$ cat config.mk
export PLATFORM = sky130hd
export DESIGN_NAME = cla_pipelined_adder
export DESIGN_NICKNAME = d
export VERILOG_FILES = /design/src/rtl/cla_pipelined_adder.sv
export SDC_FILE = /design/constraint.sdc
export NUM_CORES = 1
export LEC_CHECK = 0
export CAP_MARGIN = 40
export CORE_MARGIN = 2
export CORE_UTILIZATION = 36
export CTS_CLUSTER_SIZE = 10
export DETAILED_ROUTE_END_ITERATION = 8
export RECOVER_POWER = 50
export SLEW_MARGIN = 5
export SYNTH_ARGS = -nofsm -noshare
export SYNTH_HDL_FRONTEND = slang
export SYNTH_SLANG_ARGS = --single-unit
$ cat constraint.sdc
create_clock -name clk -period 2.5 [get_ports clk]
set_input_delay 0.5 -clock clk [delete_from_list [all_inputs] [get_ports clk]]
set_output_delay 0.5 -clock clk [all_outputs]
set_load 0.03 [all_outputs]
$ cat src/rtl/cla_pipelined_adder.sv
// Pipelined carry-lookahead adder/subtractor: 4-bit groups with group P/G and per-group
// conditional sums, then a flat second-level lookahead that selects the final group sums.
module cla_pipelined_adder #(
  parameter int WIDTH = 16,
  parameter int PIPE  = 1
) (
  input  logic             clk,
  input  logic             rst,
  input  logic             in_valid,
  output logic             in_ready,
  input  logic [WIDTH-1:0] A,
  input  logic [WIDTH-1:0] B,
  input  logic             cin,
  input  logic             sub,
  output logic             out_valid,
  input  logic             out_ready,
  output logic [WIDTH-1:0] S,
  output logic             cout,
  output logic             P,
  output logic             G,
  output logic             ovf
);
  localparam int NG = WIDTH / 4;
  localparam int MW = 2 * WIDTH + 2 * NG + 4;

  // Handshake: a beat moves on a posedge with valid && ready on that side. All ranks
  // advance together on en, so a stalled output freezes the whole pipe, bubbles included.
  logic en;
  assign en       = !out_valid || out_ready;
  assign in_ready = !rst && en;

  // Input rank
  logic             v0_d, v0_q;
  logic [WIDTH-1:0] a_d, a_q, b_d, b_q;
  logic             cin_d, cin_q, sub_d, sub_q;

  always_comb begin
    v0_d  = v0_q;
    a_d   = a_q;
    b_d   = b_q;
    cin_d = cin_q;
    sub_d = sub_q;
    if (en) begin
      v0_d = in_valid;
      if (in_valid) begin
        a_d   = A;
        b_d   = B;
        cin_d = cin;
        sub_d = sub;
      end
    end
  end

  always_ff @(posedge clk) begin
    if (rst) begin
      v0_q  <= 1'b0;
      a_q   <= '0;
      b_q   <= '0;
      cin_q <= 1'b0;
      sub_q <= 1'b0;
    end else begin
      v0_q  <= v0_d;
      a_q   <= a_d;
      b_q   <= b_d;
      cin_q <= cin_d;
      sub_q <= sub_d;
    end
  end

  // Group level: propagate/generate and both candidate sums for every 4-bit group
  logic [WIDTH-1:0] beff;
  logic [WIDTH-1:0] gs0, gs1;
  logic [NG-1:0]    gp, gg;
  logic [4:0]       t0;
  logic [3:0]       t1;

  always_comb begin
    beff = sub_q ? ~b_q : b_q;
    gs0  = '0;
    gs1  = '0;
    gp   = '0;
    gg   = '0;
    t0   = '0;
    t1   = '0;
    for (int j = 0; j < NG; j++) begin
      t0             = {1'b0, a_q[4*j +: 4]} + {1'b0, beff[4*j +: 4]};
      t1             = t0[3:0] + 4'd1;
      gs0[4*j +: 4]  = t0[3:0];
      gs1[4*j +: 4]  = t1;
      gg[j]          = t0[4];
      gp[j]          = &(a_q[4*j +: 4] ^ beff[4*j +: 4]);
    end
  end

  logic [MW-1:0] s1_vec, mid;
  assign s1_vec = {v0_q, sub_q | cin_q, a_q[WIDTH-1], beff[WIDTH-1], gp, gg, gs1, gs0};

  generate
    if (PIPE != 0) begin : g_mid
      logic [MW-1:0] mid_d, mid_q;
      always_comb begin
        mid_d = mid_q;
        if (en) mid_d = s1_vec;
      end
      always_ff @(posedge clk) begin
        if (rst) mid_q <= '0;
        else     mid_q <= mid_d;
      end
      assign mid = mid_q;
    end else begin : g_nomid
      assign mid = s1_vec;
    end
  endgenerate

  logic             m_v, m_c0, m_amsb, m_bmsb;
  logic [NG-1:0]    m_gp, m_gg;
  logic [WIDTH-1:0] m_gs1, m_gs0;
  assign {m_v, m_c0, m_amsb, m_bmsb, m_gp, m_gg, m_gs1, m_gs0} = mid;

  // Second level: every group carry is a flat sum of products of group P/G, never a ripple
  logic [NG:0]      carry;
  logic             gen_all, term;
  logic [WIDTH-1:0] sum;

  always_comb begin
    carry    = '0;
    carry[0] = m_c0;
    gen_all  = 1'b0;
    term     = 1'b0;
    sum      = '0;
    for (int j = 1; j <= NG; j++) begin
      term = m_c0;
      for (int k = 0; k < j; k++) term = term & m_gp[k];
      carry[j] = term;
      for (int i = 0; i < j; i++) begin
        term = m_gg[i];
        for (int k = i + 1; k < j; k++) term = term & m_gp[k];
        carry[j] = carry[j] | term;
        if (j == NG) gen_all = gen_all | term;
      end
    end
    for (int j = 0; j < NG; j++)
      sum[4*j +: 4] = carry[j] ? m_gs1[4*j +: 4] : m_gs0[4*j +: 4];
  end

  // Output rank
  logic             ov_d, ov_q;
  logic [WIDTH-1:0] s_d, s_q;
  logic             cout_d, cout_q, p_d, p_q, g_d, g_q, ovf_d, ovf_q;

  always_comb begin
    ov_d   = ov_q;
    s_d    = s_q;
    cout_d = cout_q;
    p_d    = p_q;
    g_d    = g_q;
    ovf_d  = ovf_q;
    if (en) begin
      ov_d = m_v;
      if (m_v) begin
        s_d    = sum;
        cout_d = carry[NG];
        p_d    = &m_gp;
        g_d    = gen_all;
        ovf_d  = (m_amsb == m_bmsb) && (sum[WIDTH-1] != m_amsb);
      end
    end
  end

  always_ff @(posedge clk) begin
    if (rst) begin
      ov_q   <= 1'b0;
      s_q    <= '0;
      cout_q <= 1'b0;
      p_q    <= 1'b0;
      g_q    <= 1'b0;
      ovf_q  <= 1'b0;
    end else begin
      ov_q   <= ov_d;
      s_q    <= s_d;
      cout_q <= cout_d;
      p_q    <= p_d;
      g_q    <= g_d;
      ovf_q  <= ovf_d;
    end
  end

  assign out_valid = ov_q;
  assign S         = s_q;
  assign cout      = cout_q;
  assign P         = p_q;
  assign G         = g_q;
  assign ovf       = ovf_q;
endmodule
* After elaboration in Yosys (flattened, before gate mapping)
Index checks and enable logic that the tools add are counted.
** Cells by class
- $add $sub $neg :: 8
- Multiply operators :: 0
- Divide/modulo/power cells :: 0
- Magnitude comparators :: 0
- Equal/unequal tests :: 2
- Shift operators :: 0
- Muxes and demuxes :: 5
- Bitwise logic cells :: 29
- Reduce and logical (&&, ||, !) cells :: 12
** Operator list (count)
- adder 4 x 4 -> 5 bit :: 4
- AND reduction 4 bit :: 5
- adder 4 x 1 -> 4 bit (second input constant) :: 4
- two-way mux 16 bit :: 1
- two-way mux 4 bit :: 4
- inverter 16 bit :: 1
- XOR 4 bit :: 4
- OR 1 bit :: 14
- AND 1 bit :: 10
- AND reduction 2 bit :: 2
- logical AND 1 bit :: 2
- zero test 1 bit :: 2
- equality test 1 bit :: 1
- logical OR 1 bit :: 1
- inequality test 1 bit :: 1
** Storage, ports and cells
- Register bits after elaboration :: 100
- Latch bits :: 0
- RAM bits :: 0
- Bits in read-only memories :: 0
- Bits of input ports :: 38
- Output and inout bits :: 22
- Logic and storage cells :: 68
- Memories kept :: 0

* Logic depth before layout (Yosys ltp)
- Word-level depth :: 9
- Mapped depth :: 10
- Mapped depth without buffers :: 8

* Worst setup path after synthesis
OpenSTA, ideal clock, no wires.
- Path type :: register -> register
- From :: reg sub_q
- To :: reg g_mid.mid_q[23]
- Library setup time :: 0.079 ns
- Data arrival time :: 2.355 ns
- Required time :: 2.421 ns
- Slack :: 0.066 ns
- Stages on the path, launching flop included :: 11
- Buffers on the path :: 2
- Period minus slack after synthesis :: 2.434 ns
- Cell sequence :: dfxtp_1 -> buf_2 -> buf_2 -> xor2_1 -> ha_1 -> inv_1 -> fa_1 -> xor2_1 -> nor3b_1 -> xnor3_1 -> a211oi_2
** Between the ends
- Longest elaborated chain between the ends :: 3
** Ends and longest elaborated chain
- start: declaration :: RTL line 35 : logic cin_d, cin_q, sub_d, sub_q;
- start signal: assignment :: RTL line 66 : sub_q <= sub_d;
- two-way mux 16 bit :: RTL line 78 : beff = sub_q ? ~b_q : b_q;
- adder 4 x 4 -> 5 bit :: RTL line 86 : t0 = {1'b0, a_q[4*j +: 4]} + {1'b0, beff[4*j +: 4]};
- adder 4 x 1 -> 4 bit :: RTL line 87 : t1 = t0[3:0] + 4'd1;
- end signal: assignment :: RTL line 107 : else mid_q <= mid_d;
- end: declaration :: RTL line 100 : logic [MW-1:0] mid_d, mid_q;
No other way between the ends.
A chain may end at the register's enable or synchronous reset.

* Final worst setup path
- From :: in out_ready
- To :: out in_ready
** Between the ends
- Longest elaborated chain between the ends :: 2
** Ends and longest elaborated chain
- start: declaration :: RTL line 16 : input logic out_ready,
- logical OR 1 bit :: RTL line 29 : assign en = !out_valid || out_ready;
- logical AND 1 bit :: RTL line 30 : assign in_ready = !rst && en;
- end: declaration :: RTL line 10 : output logic in_ready,
No other way between the ends.

==> out/summary.md <==
• 4.762 — vias per cell
• 0 — Hold Vio Cnt, Final
• 613 — Post-Syn Nets
• sub_q — source of the worst register-to-register timing path
• 42.86% — sequential area share after synthesis
• 41 — Core Rows
• 0.67 ns — Crit path largest cell delay
• 0.002445 sq mm — multi-input gate area in the final layout
• 0 — antenna-violating nets left
• clkbuf_16 — Clock Tree Root
• 0 — final number of setup-violating endpoints
• 0.8740 ns — worst-margin pin slew
• primary input to primary output — Setup Crit Path Kind
• 0.01262 sq mm — Core ar.
• 14.41% — GR Util All Layers
• 0 — Post-synth EDFFs
• 9 — Worst Reg2Reg Path Length in Cells
• 3695 — vias
• 73 — maximum number of pins on one net before global-route repair
• 551 — Syn Inst Count
• 41.73% — normalized max-slew margin
• g_mid.mid_q[19] — endpoint of the worst register-to-register path
• 7.781% — fraction of layout instances using a drive strength above 1
• 2 — Worst Path Buf+Inv
• 0 — max-slew violations
• 2 — top fanout value on the critical path
• dfxtp_1 43%, nand2_1 8.7%, a21oi_1 7.0% — dominant cells by area after synthesis
• 0 ns — accumulated negative setup slack
• 8.477 sq um — Avg Synthesized Cell Area
• 1.84 ns — arrival time worst endpoint
• 117.9 um — die height
• 93.62% — Tcrit/Tclk final
• 33 — post-synthesis cell type count
• dlygate4sd3_1 > nor2b_1 > nor2_1 > clkdlybuf4s50_1 — Critical Path, Cell by Cell
• 0.004671 sq mm — post-synthesis cell area
• dfxtp_1 — top flip-flop cell by instance count after synthesis
• primary input — type of element launching the critical path
• 2 — Hold Path Cell Cnt
• 0.35 ns — clock latency at the later pin of the worst-skew pair
• 42.86% — area share of the largest cell type after synthesis
• 1288 — fill cell instance count of the final layout
• 0 — Residual DRC
• 59 — number of port buffers
• clkdlybuf4s50_1 — cell with the largest stage delay on the worst path
• 0.01390 sq mm — Die Footprint
• flop to flop — Min-Delay Path Class
• primary output — Critical Path Sink Type
• 4 — iteration count of the initial detailed-routing pass
• 0.002372 uW — Lkg Pwr
• 0.006400 ns — Layout Skew
• completed — result of the run
• 12.56 um — wire length per cell after detailed routing
• 16620 um — global-route wire length before repair
• buffers and inverters — cell family with most CP delay
• 0.002002 sq mm — area occupied by registers
• 0 — Synth warnings
• g_mid.mid_q[17] — origin of the worst min-delay path
• 0.4273 GHz — top achievable clock speed
• 0 — diode count
• nand2_1 — top-count cell post-synth
• 9745 um — wire length reported by the detailed router
• 60 — Top Ports
• 100 — number of sinks driven by the clock tree
• 0% — post-synthesis async set-or-reset flop share
• no — unrepaired setup endpoints after global routing
• 0.8339 — routability congestion estimate from global placement
• 0 — # Max-Cap Violations
• 100 — Synth Register Bits
• 147 — Iter 0 DRT Violations
• 22.77% — area delta synth->final
• 9 — number of buffers created by CTS
• 0 — number of antenna violations at the first check in global routing
• g_mid.mid_q[17] — worst hold path endpoint
• 679.8 mW/mm^2 — Power Density
• 108 x nand2_1, 100 x dfxtp_1, 66 x nor2_1 — leading post-synthesis cells by instance count
• 0 — Congestion Overflow GR
• 272.1 uV — Max IR drop VDD
• built — TritonCTS clock tree
• 661 — net total in the final layout
• 37.01% — Initial Util
• 7072 um — Detailed Place HPWL
• 0.4499 ns — Final Hold Slack
• dfxtp_1 — biggest area consumer among synthesized cells
• 3 — number of H-tree levels
• 2.00 ns — required time of the worst setup path
• 2.340 ns — min Tclk post-route
• 3531 — via count of the first global-routing pass
• 117.9 um — width of the die
• 0.07 ns — clock slew at reported path FFs
• 0.18 ns — minimum setup slack among reg-to-reg paths
• 2 — number of buffers between clock root and the deepest sink
-- metrics by stage --
step | util [%] | cells | total power (uW) | setup slack [ns] | cell area, sq um
6_report | 45.44 | 776 | 3898 | 0.1596 | 5734
4_1_cts | 45.59 | 776 | 3944 | 0.1236 | 5753
2_1_floorplan | - | 551 | 2326 | 0.06572 | 4671
5_1_grt | 45.44 | 776 | 4089 | 0.03015 | 5734
3_3_place_gp | 43.05 | 759 | 2537 | 0.2107 | 5433
3_5_place_dp | 43.27 | 760 | 2566 | 0.1375 | 5460
-- worst max-delay path by stage --
stage                     cells after the start         endpoint  slack, ns  startpoint
after floorplan                              10  g_mid.mid_q[23]       0.07       sub_q
after global placement                        4         in_ready       0.21   out_ready
after detailed placement                      9  g_mid.mid_q[19]       0.14       sub_q
after CTS                                     9  g_mid.mid_q[19]       0.12       sub_q
after global routing                          9  g_mid.mid_q[19]       0.03       sub_q
final                                         4         in_ready       0.16   out_ready
-- routing by layer --
metal  wire, um  part of all wire, %  GRT usage (%)
met4        182                  1.9          6.099
met1       4928                   51          18.88
met5          0                    0              0
met3        299                  3.1          2.326
met2       4334                   44          23.51
-- layout by cell type, fill, tap and decap left out, types with 3 or more instances in the layout --
| cell | instances |
|---|---|
| o21ai_0 | 9 |
| a211oi_2 | 7 |
| a21oi_2 | 5 |
| and3_1 | 4 |
| clkbuf_16 | 9 |
| a211oi_1 | 24 |
| nand4_1 | 4 |
| and2_1 | 5 |
| nor2b_1 | 7 |
| clkbuf_2 | 4 |
| dfxtp_1 | 100 |
| xor2_1 | 24 |
| buf_4 | 7 |
| clkdlybuf4s50_1 | 39 |
| nor2_1 | 66 |
| nand3_1 | 4 |
| fa_1 | 4 |
| inv_1 | 20 |
| nor3_1 | 3 |
| ha_1 | 20 |
| a311oi_1 | 4 |
| a21oi_1 | 65 |
| or3_1 | 4 |
| nor3b_2 | 3 |
| mux2i_1 | 14 |
| dlygate4sd3_1 | 19 |
| xnor3_1 | 4 |
| nand2_1 | 108 |
-- repair_timing --
action	CTS	global route
buffers inserted	0	0
hold buffers	0	0
gates resized for setup	0	3
endpoints found under the setup margin	0	3
-- registers in the layout, summed over array words and instances, names as in the netlist, 16 cells and up --
signal	count
S	16
g_mid.mid_q	44
a_q	16
b_q	16
-- final cells by class --
cell class | instances | share of cell area, %
well taps | 172 | 3.753
flip-flops and latches | 100 | 34.91
repair buffers | 72 | 12.28
clock inverters | 6 | 1.113
clock buffers | 10 | 3.993
inverters | 20 | 1.309
multi-input cells | 396 | 42.64
-- cells by family after synthesis --
kind of cell,Yosys count,synth area share [%]
xor gates and xnor gates,28,6.429
buffers and inverters,55,5.009
and+or+nand+nor,212,18.99
adders and majority gates,24,7.072
AOI/OAI and AO/OA,118,16.64
DFF,100,42.86
muxes,14,3.000
-- power breakdown --
| group | internal [uW] | switching, uW |
|---|---|---|
| sequential | 1730 | 81.2 |
| clock | 776 | 605 |
| combinational | 341 | 368 |
-- worst register-to-register path, cell delays in order (launching register included) --
cell,delay [ns]
dfxtp_1,0.37
buf_12,0.18
xor2_1,0.17
ha_1,0.19
inv_1,0.06
fa_1,0.41
xor2_1,0.20
nor3b_2,0.19
xnor3_1,0.26
a211oi_2,0.22
No activity file was read; power rests on OpenSTA's default activity.
